**src/rtl/stopwatch_dp.sv**
```systemverilog
// Stopwatch datapath: clock divider to a centisecond tick feeding a cascaded
// cs/sec/min/hour counter chain. Optional split/freeze display under STOPWATCH_SPLIT_EN.
module stopwatch_dp #(
  parameter int CLK_FREQ = 100_000_000,
  parameter int TICK_HZ  = 100
) (
  input  logic       clk,
  input  logic       rst,
  input  logic       i_runstop,
  input  logic       i_clear,
`ifdef STOPWATCH_SPLIT_EN
  input  logic       i_split,
`endif
  output logic [6:0] o_msec,
  output logic [5:0] o_sec,
  output logic [5:0] o_min,
  output logic [4:0] o_hour,
  output logic       o_tick
);

  localparam int DIV   = CLK_FREQ / TICK_HZ;
  localparam int DIV_W = (DIV > 1) ? $clog2(DIV) : 1;
  localparam logic [DIV_W-1:0] DIV_LAST = DIV_W'(DIV - 1);

  logic [DIV_W-1:0] div_q;
  logic [6:0]       cs_q;
  logic [5:0]       sec_q;
  logic [5:0]       min_q;
  logic [4:0]       hr_q;
  logic             tick_q;
  logic             tick;

  // A tick fires only on a running, non-clearing cycle where the divider wraps.
  assign tick = i_runstop && !i_clear && (div_q == DIV_LAST);

  always_ff @(posedge clk or posedge rst) begin
    if (rst) begin
      div_q  <= '0;
      cs_q   <= '0;
      sec_q  <= '0;
      min_q  <= '0;
      hr_q   <= '0;
      tick_q <= 1'b0;
    end else if (i_clear) begin
      div_q  <= '0;
      cs_q   <= '0;
      sec_q  <= '0;
      min_q  <= '0;
      hr_q   <= '0;
      tick_q <= 1'b0;
    end else begin
      tick_q <= tick;
      if (i_runstop) begin
        div_q <= tick ? '0 : div_q + 1'b1;
      end
      // Whole carry chain resolves in this one edge so no field ever shows an overflow.
      if (tick) begin
        if (cs_q == 7'd99) begin
          cs_q <= '0;
          if (sec_q == 6'd59) begin
            sec_q <= '0;
            if (min_q == 6'd59) begin
              min_q <= '0;
              hr_q  <= (hr_q == 5'd23) ? 5'd0 : hr_q + 5'd1;
            end else begin
              min_q <= min_q + 6'd1;
            end
          end else begin
            sec_q <= sec_q + 6'd1;
          end
        end else begin
          cs_q <= cs_q + 7'd1;
        end
      end
    end
  end

  assign o_tick = tick_q;

`ifdef STOPWATCH_SPLIT_EN
  logic       frozen_q;
  logic [6:0] hold_cs_q;
  logic [5:0] hold_sec_q;
  logic [5:0] hold_min_q;
  logic [4:0] hold_hr_q;

  always_ff @(posedge clk or posedge rst) begin
    if (rst) begin
      frozen_q   <= 1'b0;
      hold_cs_q  <= '0;
      hold_sec_q <= '0;
      hold_min_q <= '0;
      hold_hr_q  <= '0;
    end else if (i_clear) begin
      frozen_q   <= 1'b0;
      hold_cs_q  <= '0;
      hold_sec_q <= '0;
      hold_min_q <= '0;
      hold_hr_q  <= '0;
    end else if (i_split) begin
      // Each split pulse toggles: capture-and-freeze, then release.
      if (!frozen_q) begin
        frozen_q   <= 1'b1;
        hold_cs_q  <= cs_q;
        hold_sec_q <= sec_q;
        hold_min_q <= min_q;
        hold_hr_q  <= hr_q;
      end else begin
        frozen_q <= 1'b0;
      end
    end
  end

  assign o_msec = frozen_q ? hold_cs_q  : cs_q;
  assign o_sec  = frozen_q ? hold_sec_q : sec_q;
  assign o_min  = frozen_q ? hold_min_q : min_q;
  assign o_hour = frozen_q ? hold_hr_q  : hr_q;
`else
  assign o_msec = cs_q;
  assign o_sec  = sec_q;
  assign o_min  = min_q;
  assign o_hour = hr_q;
`endif

endmodule
```
**config.mk**
```make
export PLATFORM = sky130hd
export DESIGN_NAME = stopwatch_dp
export DESIGN_NICKNAME = d
export VERILOG_FILES = /design/src/rtl/stopwatch_dp.sv
export SDC_FILE = /design/constraint.sdc
export NUM_CORES = 1
export LEC_CHECK = 0
export BUFFER_PORTS_ARGS = -buffer_cell sky130_fd_sc_hd__buf_2
export CORE_ASPECT_RATIO = 1.75
export CORE_MARGIN = 4
export CORE_UTILIZATION = 45
export CTS_BUF_LIST = sky130_fd_sc_hd__clkbuf_8
export DETAILED_ROUTE_END_ITERATION = 8
export GPL_TIMING_DRIVEN = 0
export SLEW_MARGIN = 20
export SYNTH_ARGS = -nofsm -noshare
export SYNTH_HDL_FRONTEND = slang
export SYNTH_SLANG_ARGS = --single-unit
```
**constraint.sdc**
```tcl
create_clock -name clk -period 4.6 [get_ports clk]
set_input_delay 0.92 -clock clk [delete_from_list [all_inputs] [get_ports clk]]
set_output_delay 0.92 -clock clk [all_outputs]
set_load 0.01 [all_outputs]
```
After elaboration in Yosys (flattened, before gate mapping). Index checks and enable logic that the tools add are counted.

Register bits after elaboration: 45. Bits in latches: 0. RAM bits: 0. ROM bits: 0. Output and inout bits: 25. Logic and storage cells: 49. Memories: 0.

$add $sub $neg: 5. Multipliers: 0. Divide/modulo/power cells: 0. Order comparisons: 0. Eq/ne operators: 5. Shift-type cells: 0. Muxes and demuxes: 22. Bitwise gates (word level): 0. Reductions and logical operators: 11.

Operators by type and width (number): 20-bit two-way mux (3); 6-bit two-way mux (9); 5-bit two-way mux (6); 7-bit two-way mux (3); 20-bit by 1-bit adder with 20-bit output (second input constant) (1); 20-bit == test (second input constant) (1); 6-bit by 1-bit adder with 6-bit output (second input constant) (2); 6-bit == test (second input constant) (2); 2-bit nonzero test (5); 7-bit by 1-bit adder with 7-bit output (second input constant) (1); 7-bit == test (second input constant) (1); 5-bit by 1-bit adder with 5-bit output (second input constant) (1); 5-bit == test (second input constant) (1); 4-bit AND reduction (1); 3-bit AND reduction (1); 1-bit logical AND (2); 2-bit AND reduction (1); 1-bit zero test (1); 1-bit two-way mux (1).

Logic depth before layout (Yosys ltp). Gate-level depths: netlist of the first run.

Depth in word-level cells: 7. Mapped depth: 8. Gate-level depth less buffers: 6.

Worst setup path before layout of the first run. OpenSTA, ideal clock, no wires.

Kind: input to register. Start point: input i_clear. End point: register cs_q[4], in the netlist o_msec[4]. Library setup time: 0.077 ns. Data arrival time: 2.745 ns. Required time: 4.523 ns. Setup slack: 1.778 ns. Stages on the path: 8. Path buffers: 3. Path through: buf_6 nand2b_4 or4_1 buf_2 or2_1 clkbuf_1 or4_1 a21oi_1.

Cells in the longest elaborated chain, start to end: 4.

RTL lines: start, declared (RTL line 10) `input logic i_clear,`; 1-bit zero test (RTL line 34) `assign tick = i_runstop && !i_clear && (div_q == DIV_LAST);`; 1-bit logical AND (2 in series) (RTL line 34); 2-bit nonzero test (no line); end signal, assigned (RTL line 72) `cs_q <= cs_q + 7'd1;`; end, declared (RTL line 26) `logic [6:0] cs_q;`.

Parallel ways exist; a longest one is shown, timed or not. A chain may end at the register's enable or synchronous reset.

Worst setup path after layout of the first run.
Start point: input i_clear. End point: register hr_q[3], in the netlist o_hour[3].

Cells in the longest elaborated chain, start to end: 5.

RTL lines: 1-bit zero test (RTL line 34); 1-bit logical AND (2 in series) (RTL line 34); 2-bit nonzero test (no line); 4-bit AND reduction (no line); end signal, assigned (RTL line 64) `hr_q <= (hr_q == 5'd23) ? 5'd0 : hr_q + 5'd1;`; end, declared (RTL line 29) `logic [4:0] hr_q;`.

Parallel ways exist; a longest one is shown, timed or not.

==> metrics.csv, run 1 <==
metric;value;unit
Pre-antenna DRT Iters;5;
global-route wire length before repair;10600;um
Psw;171;uW
vias per std cell;5.73;
Comb pwr share;4.4;%
RD Place Congestion;0.888;
most common cell after layout, fill and taps aside;dfrtp_1;
setup bufs post-CTS;0;
Max Slew Vio Count;0;
Die X;64.9;um
via count;2207;
# diodes;0;
First DRT Iteration DRCs;94;
CTS tree;done;
sw frac;21.5;%
outcome;complete, no violations;
Power, Total;795;uW
Worst-path clk slew;100;ps
Synth-to-Final Area Change;14.9;%
sequential-to-total area share from yosys stat;44.1;%
Num CTS Buffers;5;
clock sink count;45;
Resized cells post-CTS;0;
unrepaired setup endpoints after global routing;no;
die height;108;um
fmax;356;MHz
largest net degree at the start of global routing;32;
proportion of layout cells with a drive suffix above 1;16.8;%
Post-synth top flop;dfrtp_1;
I/O pin count;29;
Max stage delay on crit path;760;ps
Syn Area/Cell;9.32;um2
Setup violations, final;0;
Int Pwr;624;uW
CTS Root Buffer Type;clkbuf_8;
initial antenna violation count;0;
core area;5540;um2
DRC Markers;0;
Final min period;2810;ps
hold_buf cts;0;
Clk Latency, worst-skew pair;300;ps
total grt overflow;0;
YS warnings;0;
critical setup path kind;input pin to register;
gr usage total;19.6;%
Max stage delay cell, worst path;nor4_1;
Post-Synthesis Cell Area;2550;um2
post-synth cell types;52;
vias in the first global route;2139;
startpoint types;input pin;
Clock power frac;45.0;%
placed instance count;377;
WP data arrival;3040;ps
Hold WC Path Type;register to register;
H-tree Lvls;2;
Cells after Synth;274;
Buffers on Ports;26;
Max FO, Critical Path;9;
routed length per instance;16.1;um
worst-path cell chain;buf_6 > nand2b_4 > nor4_1 > nand4_2 > or3b_2 > o21ai_0;
Sequential Power Share;50.5;%
Final Non-Filler Cells;385;
fin util;52.9;%
Rel. slew slack;38.2;%
Pleak;0.00126;uW
Mapped Nets;283;
synthesis-stage register bit count;45;
Slew @ Worst Pin;919;ps
Max IR drop VDD;0.192;mV
crit path capture type;register;
TNS Setup;0;ps
clock buffer depth;2;
Worst EP required;4830;ps
Detailed Place HPWL;4680;um
initial core utilization;46.1;%
Post-synth ARST share;100;%
most frequent cells in the layout;dfrtp_1, nor2_1, buf_2;
Final Cycle Share;61.1;%
Final Skew;16.2;ps
layout net count;317;
Die ar.;6990;um2
EDFF count, synth;0;
total wire length;6210;um
MaxCap Viol Count;0;
PwrDens;271;nW/um2
Final Hold Violating Endpoints;0;
remaining antenna violation count after routing;0;
FP Rows;36;
state kept, by name, summed over array words and instances (netlist names):
| signal | count |
|---|---|
| div_q | 20 |
| o_msec | 7 |
| o_min | 6 |
| o_sec | 6 |
| o_hour | 5 |
| o_tick | 1 |
metal layers:
metal	up-vias	track usage (%)	routed length (um)
met5	-	0	0
met4	0	9.08	184
met3	14	2.61	164
met2	46	36.0	3480
met1	1077	21.7	2390
li1	1070	-	-
through the flow:
stage	setup slack [ps]	hold slack (ps)	cell area (um2)
2_1_floorplan	1780	530	2550
3_3_place_gp	1520	496	2780
3_5_place_dp	1490	506	2800
4_1_cts	1810	519	2930
5_1_grt	1660	541	2930
6_report	1790	515	2930
worst paths after layout:
path	startpoint	to	slack [ps]	cells past startpoint
worst max-delay path	i_clear	o_hour[3]	1790	6
worst min-delay path	o_hour[4]	o_hour[4]	520	1
worst max register to register	div_q[0]	div_q[14]	2100	6
worst min register to register	o_hour[4]	o_hour[4]	520	1
max in group asynchronous	rst	o_msec[1]	3520	3
min in group asynchronous	rst	div_q[1]	570	2
power groups by stage:
| stage | clock network (uW) | registers, uW | logic (uW) |
|---|---|---|---|
| final | 358 | 402 | 35.2 |
| after global routing | 382 | 403 | 40.0 |
| after CTS | 366 | 402 | 36.3 |
| after detailed placement | 0 | 410 | 36.3 |
| after global placement | 0 | 410 | 33.7 |
| after floorplan | 0 | 409 | 22.5 |
worst max-delay path, delay by kind of cell:
kind,cells,cell delay (ps)
and+or+nand+nor,4,1850
AOI/OAI and AO/OA,1,140
buffers and inverters,1,130
area by class of cell:
class	count	area (um2)
clock inverters	3	65.1
fillers	537	2610
inverters	11	41.3
flip-flops and latches	45	1130
multi-input cells	208	1330
repair buffers	27	150
clock buffers	5	68.8
well taps	76	95.1
plain buffers	10	57.6
synth_stat cells, drive strengths merged, types with 3 or more instances:
cell type / count / area share [%]
nand2: 24 / 3.5
nand3: 16 / 3.3
dfrtp: 45 / 44
o211ai: 4 / 1.2
ha: 5 / 2.5
nand2b: 3 / 1.0
o31ai: 4 / 1.2
nand4: 17 / 4.4
and3: 4 / 0.98
buf: 4 / 1.4
nor3: 4 / 0.78
nor4: 9 / 3.4
clkbuf: 6 / 0.88
mux2i: 3 / 1.2
o21ai: 14 / 2.7
nor2: 30 / 4.4
xnor2: 5 / 1.7
inv: 11 / 1.6
or4: 5 / 1.8
and2: 4 / 0.98
xor2: 11 / 3.8
or3: 3 / 0.74
a21oi: 14 / 2.7
kinds of logic (layout without fill, tap and decap cells):
group,Yosys count,after routing,share of synthesized area [%]
mux,3,3,1.18
compound gates,49,49,12.2
simple gates,135,135,30.7
flops,45,45,44.1
xor+xnor,16,16,5.49
fa+ha+maj,5,5,2.45
buf+inv,21,56,3.87
Note: power is estimated with default switching activity, not from simulation.
==> inputs of run 2 (changes only) <==
Clock period 4.6 ns to 2.6 ns, I/O delays scaled along.
==> metrics.csv, run 2 (synthesis results as in run 1) <==
metric;value;unit;change
Pre-antenna DRT Iters;4;;-1
Num CTS Buffers;5;;unchanged
Hold WC Path Type;input pin to asynchronous set/reset pin;;
total grt overflow;0;;unchanged
initial antenna violation count;0;;unchanged
worst r2r dst;o_min[3];;
H-tree Lvls;2;;unchanged
Max stage delay cell, worst path;or4_4;;
DRC Markers;0;;unchanged
max reg flops;20;;unchanged
worst slack at placement;-115;ps;-1600 ps
core area;5540;um2;unchanged
global-route wire length before repair;10600;um;unchanged
final hold slack;166;ps;-350 ps
CTS tree;done;;
crit path capture type;register;;
WP data arrival;2690;ps;-350 ps
RR Startpoint;div_q[15];;
Final Cycle Share;95.5;%;
Die X;64.9;um;unchanged
Max stage delay on crit path;590;ps;-170 ps
Worst-path clk slew;100;ps;about the same
Power, Total;1410;uW;+77%
Max FO, Critical Path;5;;-4
clock sink count;45;;unchanged
Setup violations, final;0;;unchanged
critical setup path kind;register to register;;
MaxCap Viol Count;0;;unchanged
unrepaired setup endpoints after global routing;no;;
most common cell after layout, fill and taps aside;dfrtp_1;;
worst-path cell chain;or4_4 > or4_4 > nor4_4 > a21oi_1 > a311oi_1;;
fmax;403;MHz;
R2R setup slack;120;ps;-1980 ps
Area after DPL;2800;um2;unchanged
Slew @ Worst Pin;576;ps;-342 ps
Die ar.;6990;um2;unchanged
Max IR drop VDD;0.341;mV;+78%
vias per std cell;5.73;;about the same
Max Slew Vio Count;0;;unchanged
proportion of layout cells with a drive suffix above 1;17.7;%;+0.91 points
Final Skew;19.8;ps;+3.59 ps
Clk Latency, worst-skew pair;310;ps;about the same
via count;2213;;+0.27%
vias in the first global route;2139;;unchanged
Synth-to-Final Area Change;15.5;%;
PwrDens;478;nW/um2;+76%
total wire length;6260;um;+0.82%
Rel. slew slack;61.3;%;+23 points
Buffers on Ports;26;;unchanged
startpoint types;register;;
post-route cell area;2950;um2;+0.60%
gr usage total;19.6;%;unchanged
clock buffer depth;2;;unchanged
Fillers;535;;-0.37%
Biggest register;div_q;;
hold_buf cts;0;;unchanged
post-route setup slack;116;ps;-1670 ps
CTS Root Buffer Type;clkbuf_8;;
die height;108;um;unchanged
layout net count;318;;+0.32%
FP Rows;36;;unchanged
r2r worst-path depth;5;;-1
Detailed Place HPWL;4680;um;unchanged
remaining antenna violation count after routing;0;;unchanged
Worst EP required;2810;ps;-2020 ps
initial core utilization;46.1;%;unchanged
TNS Setup;0;ps;unchanged
RD Place Congestion;0.888;;unchanged
# diodes;0;;unchanged
Pleak;0.00127;uW;+0.45%
largest net degree at the start of global routing;32;;unchanged
routed length per instance;16.2;um;+0.56%
outcome;complete, no violations;;
Final min period;2480;ps;
most frequent cells in the layout;dfrtp_1, nor2_1, buf_2;;
I/O pin count;29;;unchanged
First DRT Iteration DRCs;115;;+22%
CP most frequent cell;or4_4;;
Final Hold Violating Endpoints;0;;unchanged
==> run 2: cell types whose count changed in the layout (fill, tap and decap cells not counted) <==
cell / delta
buf_4: +1
nor4_1: -1
nor4_2: +1
o21ai_1: -1
o21ai_2: +1
==> run 2: critical path: cells and delay by family, from the launching register on <==
kind | cells | cell delay (ps)
AO/OA/AOI/OAI | 2 | 370
flip-flops | 1 | 450
AND/OR/NAND/NOR | 3 | 1560
==> run 2: worst max path at each step <==
stage	start	endpoint	slack (ps)	cells past startpoint
2_1_floorplan	i_clear	o_msec[4]	180	8
3_3_place_gp	i_clear	o_min[5]	-80	6
3_5_place_dp	i_clear	o_hour[3]	-110	6
4_1_cts	div_q[0]	div_q[14]	50	6
5_1_grt	div_q[15]	o_hour[3]	5	5
6_report	div_q[15]	o_min[3]	120	5
==> run 2: per-layer routing <==
metal,routed length [um],track usage [%],part of all wire [%]
met1,2390,21.7,38
met2,3470,36.0,55
met3,206,2.61,3.3
met4,195,9.08,3.1
met5,0,0,0
==> run 2: repair_timing <==
item                                    4_1_cts  5_1_grt
endpoints found under the setup margin        0       16
buffers inserted                              0        1
gates resized for setup                       0        2
==> run 2: through the flow <==
stage,util [%],std cells
2_1_floorplan,-,274
3_3_place_gp,50.1,376
3_5_place_dp,50.5,377
5_1_grt,53.2,386
6_report,53.2,386
4_1_cts,52.9,385
==> run 2: cell type report <==
cell class / instances / area (um2) / share of cell area, %
multi-input cells: 208 / 1340 / 45.4
flip-flops and latches: 45 / 1130 / 38.2
repair buffers: 28 / 158 / 5.35
well taps: 76 / 95.1 / 3.22
clock buffers: 5 / 68.8 / 2.33
clock inverters: 3 / 65.1 / 2.21
plain buffers: 10 / 57.6 / 1.95
inverters: 11 / 41.3 / 1.40
==> run 2: report_power, final <==
part           internal [uW]  switching [uW]  total (uW)
logic                   19.0            43.6        62.6
clock network            382             253         635
registers                704            7.24         711
